### src/rtl/mdu_pkg.sv
// Shared encodings for the iterative multiply/divide unit.
// Holds the op codes, the FSM state codes and the divide-by-zero quotient constant.
package mdu_pkg;

  localparam logic [1:0] OP_MULTU = 2'b00;
  localparam logic [1:0] OP_MULT  = 2'b01;
  localparam logic [1:0] OP_DIVU  = 2'b10;
  localparam logic [1:0] OP_DIV   = 2'b11;

  localparam logic [1:0] ST_IDLE = 2'b00;
  localparam logic [1:0] ST_CALC = 2'b01;
  localparam logic [1:0] ST_DONE = 2'b10;

  // Sliced down to the datapath width by users; wide enough for any sensible DATA_W.
  localparam logic [63:0] DIV_ZERO_LO = '1;

endpackage

### src/rtl/mdu_sign_fix.sv
// Sign handling for signed MULT/DIV: magnitude extraction at capture time and
// conditional negation of product, quotient and remainder at completion.
module mdu_sign_fix
  import mdu_pkg::*;
#(
  parameter int unsigned DATA_W = 32
) (
  input  logic [1:0]        op_i,
  input  logic [DATA_W-1:0] src_a_i,
  input  logic [DATA_W-1:0] src_b_i,
  output logic [DATA_W-1:0] mag_a_o,
  output logic [DATA_W-1:0] mag_b_o,
  output logic              neg_main_o,
  output logic              neg_rem_o,
  input  logic              fix_is_div_i,
  input  logic              fix_neg_main_i,
  input  logic              fix_neg_rem_i,
  input  logic [DATA_W-1:0] raw_hi_i,
  input  logic [DATA_W-1:0] raw_lo_i,
  output logic [DATA_W-1:0] fix_hi_o,
  output logic [DATA_W-1:0] fix_lo_o
);

  logic              is_signed;
  logic              a_neg;
  logic              b_neg;
  logic [2*DATA_W-1:0] prod_raw;
  logic [2*DATA_W-1:0] prod_fix;

  assign is_signed = (op_i == OP_MULT) || (op_i == OP_DIV);
  assign a_neg     = is_signed & src_a_i[DATA_W-1];
  assign b_neg     = is_signed & src_b_i[DATA_W-1];

  assign mag_a_o    = a_neg ? ('0 - src_a_i) : src_a_i;
  assign mag_b_o    = b_neg ? ('0 - src_b_i) : src_b_i;
  assign neg_main_o = a_neg ^ b_neg;
  // Remainder follows the dividend's sign.
  assign neg_rem_o  = a_neg;

  assign prod_raw = {raw_hi_i, raw_lo_i};
  assign prod_fix = fix_neg_main_i ? ('0 - prod_raw) : prod_raw;

  always_comb begin
    fix_hi_o = prod_fix[2*DATA_W-1:DATA_W];
    fix_lo_o = prod_fix[DATA_W-1:0];
    if (fix_is_div_i) begin
      fix_lo_o = fix_neg_main_i ? ('0 - raw_lo_i) : raw_lo_i;
      fix_hi_o = fix_neg_rem_i ? ('0 - raw_hi_i) : raw_hi_i;
    end
  end

endmodule

### src/rtl/mult_div_unit.sv
// Iterative radix-2 multiply/divide unit with HI/LO registers, MTHI/MTLO writes
// and a combinational HI/LO read port. One shift-add or restoring step per cycle.
module mult_div_unit
  import mdu_pkg::*;
#(
  parameter int unsigned DATA_W = 32
) (
  input  logic              clk_i,
  input  logic              rst_i,
  input  logic              start_i,
  input  logic [1:0]        op_i,
  input  logic [DATA_W-1:0] src_a_i,
  input  logic [DATA_W-1:0] src_b_i,
  input  logic              hi_we_i,
  input  logic              lo_we_i,
  input  logic [DATA_W-1:0] wdata_i,
  input  logic              hilo_sel_i,
  output logic [DATA_W-1:0] hilo_o,
  output logic              busy_o,
  output logic              done_o,
  output logic              div_zero_o
);

  localparam int unsigned CNT_W = $clog2(DATA_W);

  logic [1:0]        state_q, state_d;
  logic [CNT_W-1:0]  cnt_q, cnt_d;
  logic [1:0]        op_q, op_d;
  logic [DATA_W-1:0] hi_q, hi_d;
  logic [DATA_W-1:0] lo_q, lo_d;
  logic [DATA_W-1:0] acc_hi_q, acc_hi_d;
  logic [DATA_W-1:0] acc_lo_q, acc_lo_d;
  logic [DATA_W-1:0] operand_q, operand_d;
  logic [DATA_W-1:0] a_raw_q, a_raw_d;
  logic              neg_main_q, neg_main_d;
  logic              neg_rem_q, neg_rem_d;
  logic              dz_q, dz_d;

  logic [DATA_W-1:0] mag_a, mag_b;
  logic              neg_main, neg_rem;
  logic              start_is_div;
  logic              cur_is_div;
  logic [DATA_W-1:0] fix_hi, fix_lo;

  logic [DATA_W:0]   mul_sum, mul_add;
  logic [DATA_W:0]   div_shift, div_diff;
  logic [DATA_W-1:0] step_hi, step_lo;

  mdu_sign_fix #(
    .DATA_W(DATA_W)
  ) u_sign_fix (
    .op_i          (op_i),
    .src_a_i       (src_a_i),
    .src_b_i       (src_b_i),
    .mag_a_o       (mag_a),
    .mag_b_o       (mag_b),
    .neg_main_o    (neg_main),
    .neg_rem_o     (neg_rem),
    .fix_is_div_i  (cur_is_div),
    .fix_neg_main_i(neg_main_q),
    .fix_neg_rem_i (neg_rem_q),
    .raw_hi_i      (step_hi),
    .raw_lo_i      (step_lo),
    .fix_hi_o      (fix_hi),
    .fix_lo_o      (fix_lo)
  );

  assign start_is_div = (op_i == OP_DIVU) || (op_i == OP_DIV);
  assign cur_is_div   = (op_q == OP_DIVU) || (op_q == OP_DIV);

  // Shift-add: acc_lo holds the multiplier, product grows into acc_hi from the top.
  assign mul_sum = {1'b0, acc_hi_q} + {1'b0, operand_q};
  assign mul_add = acc_lo_q[0] ? mul_sum : {1'b0, acc_hi_q};

  // Restoring divide: acc_hi is the partial remainder, acc_lo shifts dividend out / quotient in.
  assign div_shift = {acc_hi_q, acc_lo_q[DATA_W-1]};
  assign div_diff  = div_shift - {1'b0, operand_q};

  always_comb begin
    step_hi = acc_hi_q;
    step_lo = acc_lo_q;
    unique case (op_q)
      OP_MULTU, OP_MULT: begin
        step_hi = mul_add[DATA_W:1];
        step_lo = {mul_add[0], acc_lo_q[DATA_W-1:1]};
      end
      OP_DIVU, OP_DIV: begin
        if (!div_diff[DATA_W]) begin
          step_hi = div_diff[DATA_W-1:0];
          step_lo = {acc_lo_q[DATA_W-2:0], 1'b1};
        end else begin
          step_hi = div_shift[DATA_W-1:0];
          step_lo = {acc_lo_q[DATA_W-2:0], 1'b0};
        end
      end
    endcase
  end

  always_comb begin
    state_d    = state_q;
    cnt_d      = cnt_q;
    op_d       = op_q;
    hi_d       = hi_q;
    lo_d       = lo_q;
    acc_hi_d   = acc_hi_q;
    acc_lo_d   = acc_lo_q;
    operand_d  = operand_q;
    a_raw_d    = a_raw_q;
    neg_main_d = neg_main_q;
    neg_rem_d  = neg_rem_q;
    dz_d       = dz_q;
    case (state_q)
      ST_CALC: begin
        acc_hi_d = step_hi;
        acc_lo_d = step_lo;
        cnt_d    = cnt_q - CNT_W'(1);
        if (cnt_q == '0) begin
          state_d = ST_DONE;
          cnt_d   = '0;
          if (dz_q) begin
            hi_d = a_raw_q;
            lo_d = DIV_ZERO_LO[DATA_W-1:0];
          end else begin
            hi_d = fix_hi;
            lo_d = fix_lo;
          end
        end
      end
      default: begin
        // IDLE and DONE behave identically, which gives back-to-back issue from DONE.
        state_d = ST_IDLE;
        if (hi_we_i) hi_d = wdata_i;
        if (lo_we_i) lo_d = wdata_i;
        if (start_i) begin
          state_d    = ST_CALC;
          cnt_d      = CNT_W'(DATA_W - 1);
          op_d       = op_i;
          acc_hi_d   = '0;
          acc_lo_d   = start_is_div ? mag_a : mag_b;
          operand_d  = start_is_div ? mag_b : mag_a;
          a_raw_d    = src_a_i;
          neg_main_d = neg_main;
          neg_rem_d  = neg_rem & start_is_div;
          dz_d       = start_is_div && (src_b_i == '0);
        end
      end
    endcase
  end

  always_ff @(posedge clk_i) begin
    if (rst_i) begin
      state_q    <= ST_IDLE;
      cnt_q      <= '0;
      op_q       <= OP_MULTU;
      hi_q       <= '0;
      lo_q       <= '0;
      acc_hi_q   <= '0;
      acc_lo_q   <= '0;
      operand_q  <= '0;
      a_raw_q    <= '0;
      neg_main_q <= 1'b0;
      neg_rem_q  <= 1'b0;
      dz_q       <= 1'b0;
    end else begin
      state_q    <= state_d;
      cnt_q      <= cnt_d;
      op_q       <= op_d;
      hi_q       <= hi_d;
      lo_q       <= lo_d;
      acc_hi_q   <= acc_hi_d;
      acc_lo_q   <= acc_lo_d;
      operand_q  <= operand_d;
      a_raw_q    <= a_raw_d;
      neg_main_q <= neg_main_d;
      neg_rem_q  <= neg_rem_d;
      dz_q       <= dz_d;
    end
  end

  assign hilo_o     = hilo_sel_i ? hi_q : lo_q;
  assign busy_o     = (state_q == ST_CALC);
  assign done_o     = (state_q == ST_DONE);
  assign div_zero_o = (state_q == ST_DONE) && dz_q;

endmodule

### config.mk
export PLATFORM = sky130hd
export DESIGN_NAME = mult_div_unit
export DESIGN_NICKNAME = d
export VERILOG_FILES = /design/src/rtl/mdu_pkg.sv /design/src/rtl/mdu_sign_fix.sv /design/src/rtl/mult_div_unit.sv
export SDC_FILE = /design/constraint.sdc
export NUM_CORES = 1
export LEC_CHECK = 0
export BUFFER_PORTS_ARGS = -buffer_cell sky130_fd_sc_hd__clkbuf_2
export CELL_PAD_IN_SITES_DETAIL_PLACEMENT = 0
export CELL_PAD_IN_SITES_GLOBAL_PLACEMENT = 1
export CORE_MARGIN = 5
export CORE_UTILIZATION = 46
export DETAILED_ROUTE_END_ITERATION = 10
export PLACE_DENSITY_LB_ADDON = 0.2
export SKIP_LAST_GASP = 1
export SYNTH_ARGS = -nofsm -noshare
export SYNTH_HDL_FRONTEND = slang
export SYNTH_HIERARCHICAL = 1
export SYNTH_SLANG_ARGS = --single-unit
### constraint.sdc
create_clock -name clk_i -period 6 [get_ports clk_i]
set_input_delay 0.3 -clock clk_i [delete_from_list [all_inputs] [get_ports clk_i]]
set_output_delay 0.3 -clock clk_i [all_outputs]
set_load 0.01 [all_outputs]
==> impl_metrics.toml <==
[floorplanning]
row_count = 72
pin_count = 139
dieHeight_um = 207
core_um2 = 38600
initial_core_util_pct = 46.4
dieArea_um2 = 42900
die_w_um = 207

[clocking]
ctsLongestPathBuffers = 3
numCtsBuffers = 25
htreeDepth = 1
clkTransAtPathRegs_ns = 0.06
cts_sinks = 203
cts-root-buf = "clkbuf_16"
clock_latency_ns = 0.57
cts_tree = "yes"

[routing]
drtIter0Drc = 2170
routed_wl_um = 73600
drt_drc_violations_left = 0
dr.pass1.iters = 5
vias = 19108
drtAntennaViolNets = 0
wl_per_cell_um = 24.6
vias_per_cell = 6.39

[global_routing]
grt_max_degree = 110
antenna_found_initial = 2
track_usage_pct = 32.2
grt_pass1_wl_um = 110000
grt_overflow = 0
grt_pass1_vias = 17721

[yosys]
synth.avg_cell_area_um2 = 7.52
synthCells = 2377
synth_top_family_by_area = "compound AO/OA/AOI/OAI gates"
synth_compound_area_share_pct = 27.5
synth_cell_types = 97
synthArstFlopShare_pct = 0
muxShareOfSynthArea_pct = 10.8
ys_seq_area_share_pct = 22.7
synth-adder-area-share_pct = 5.05
ys_top_cells_by_area = "dfxtp_1 23%, a21oi_1 7.2%, mux2i_1 6.8%"
synthXorXnorAreaFrac_pct = 7.99
netlist_area_um2 = 17900
synth-edff-count = 0
yosys_warnings = 6
synthFlopType = "dfxtp_1"
syn_nets = 2552
synth_top_area_share_pct = 22.7
yosys.area.top_type = "dfxtp_1"
yosys_register_bits = 203
yosys.area_share.simple_pct = 20.6

[power_and_ir_drop]
comb_power_share_pct = 38.1
internal_power_mw = 3.03
power.leakage_nw = 8.18
cellPowerDensity_nw_per_um2 = 250
clkPwrFrac_pct = 30.6
ir_drop_mv = 0.228
power_switching_share_pct = 39.4
seqPwrFrac_pct = 31.4
switchingPower_mw = 1.97

[timing]
setup_viol = 0
min_period_over_period_pct = 94.9
final_hold_viol_count = 0
setup-tns-final_ns = 0
slew_violations = 0
max_clock_freq_mhz = 176
relSlewSlack_pct = 14.5
fin_skew_ns = 0.0240
whs_ns = 0.0277
worst_pin_slew_ns = 1.28
rsz0062_at_grt = "false"
period_needed_ns = 5.69

[setup_path]
start_kind = "flip-flop"
critical_path_class = "reg -> reg"
endpoint_kind = "flip-flop"
crit_required_ns = 6.42
arrival_ns = 6.11
r2r_slack_ns = 0.31
crit_fanout = 13

[finish]
layout.cells.non_filler = 2991
syn2layout_area_growth_pct = 12.0
drive_gt1_share_pct = 14.8
final_cell_mix = "267 x nor2_1, 253 x a21oi_1, 221 x nand2_1"
layout.nets = 2633
mostFrequentLayoutCell = "nor2_1"

[run_status]
outcome = "finished clean"

[placed_design]
post-dp-hpwl_um = 57900
placed_cells = 2940
io_buffers = 138
gp_congestion = 1.07

[job]
maxCapViolations = 0

[worst_hold_path]
hold_path_class = "in -> reg"
==> power by group through the flow <==
stage	Combinational, mW	Clock, mW	Sequential, mW
after floorplan	1.24	0	1.54
after global placement	1.83	0	1.59
after detailed placement	1.84	0	1.59
after CTS	1.85	1.54	1.56
after global routing	2.05	1.60	1.58
final	1.90	1.53	1.57
==> cell families after synthesis <==
family | Yosys count
AOI/OAI and AO/OA | 744
xor gates and xnor gates | 163
adders and majority gates | 71
buffers and inverters | 233
DFF | 203
muxes | 184
and+or+nand+nor | 779
==> critical path: stages, from the launching register on <==
cell and delay (ns):
dfxtp_1 0.40, inv_1 0.06, ha_1 0.39, nand4_1 0.26, nor2_1 0.24, o21ai_0 0.26
a31o_2 0.42, a31o_4 0.33, nor2_8 0.23, buf_12 0.17, mux2i_1 0.23, mux2i_1 0.33
or4_1 0.65, nor4_1 0.46, a41o_1 0.38, nor2_1 0.08, xor2_1 0.15, mux2i_1 0.19
a211oi_1 0.10, a21oi_1 0.15, nor2_1 0.05
==> layout make-up <==
cell class / count / area [um^2]
well taps: 518 / 648
clock inverters: 10 / 126
fillers: 3990 / 18500
clock buffers: 31 / 678
multi-input cells: 1941 / 12900
repair buffers: 218 / 1330
inverters: 69 / 262
diodes: 1 / 2.50
flip-flops and latches: 203 / 4070
==> per-stage QoR <==
step	utilization [%]	instance area [um^2]	total power, mW	setup WS [ns]
final	51.9	20000	5.00	0.306
after global routing	51.9	20000	5.22	0.0146
after CTS	51.7	19900	4.95	0.227
after detailed placement	49.5	19100	3.43	0.251
after global placement	49.5	19100	3.42	0.353
after floorplan	-	17900	2.78	1.17
==> state kept, by name (all words and copies together) (netlist names) <==
register / cells
op_q: 1
lo_q: 32
dz_q: 1
neg_main_q: 1
acc_hi_q: 32
acc_lo_q: 32
state_q: 2
neg_rem_q: 1
hi_q: 32
a_raw_q: 32
cnt_q: 5
operand_q: 32
==> timing repair <==
action | CTS | global route
buffers inserted | 0 | 7
hold buffers | 2 | 0
resized for setup | 0 | 6
setup endpoints to repair | 0 | 18
endpoints found under the hold margin | 2 | 0
==> Yosys cell counts (8+ instances only) <==
master and instances:
ha_1 69, a2111oi_0 8, clkbuf_1 125, nand3_1 40, nand4_1 28, dfxtp_1 203
a211oi_1 124, nor2_1 267, nor4_1 33, mux2i_1 121, xor2_1 75, a21o_1 27
o211ai_1 12, inv_1 68, nor2b_1 23, a31oi_1 25, xnor2_1 88, mux2_2 62
nand2_1 221, o21ai_0 98, nand2b_1 24, o221ai_1 41, and2_1 13, or4_1 17
nor3_1 47, o31ai_1 32, or3_1 21, and3_1 9, a22o_1 12, o41ai_1 11
a21oi_1 256, buf_1 19
==> metal layers <==
layer | wire length [um] | vias to the layer above | part of all wire, % | track usage [%]
li1 | - | 8929 | - | -
met1 | 32600 | 9132 | 44 | 46.5
met2 | 31200 | 898 | 42 | 48.4
met3 | 6450 | 149 | 8.8 | 5.23
met4 | 3310 | 0 | 4.5 | 12.2
met5 | 0 | - | 0 | 0
==> path summary, 6_finish.rpt <==
kind / from / endpoint / cells after the start
worst max-delay path: operand_q[9]$_SDFFE_PP0P_ / hi_q[13]$_SDFFE_PP0P_ / 20
worst min register to register: lo_q[30]$_SDFFE_PP0P_ / lo_q[30]$_SDFFE_PP0P_ / 2
worst max register to register: operand_q[9]$_SDFFE_PP0P_ / hi_q[13]$_SDFFE_PP0P_ / 20
worst min-delay path: src_a_i[9] / a_raw_q[9]$_SDFFE_PP0P_ / 3
(Power assumes the default switching activity.)
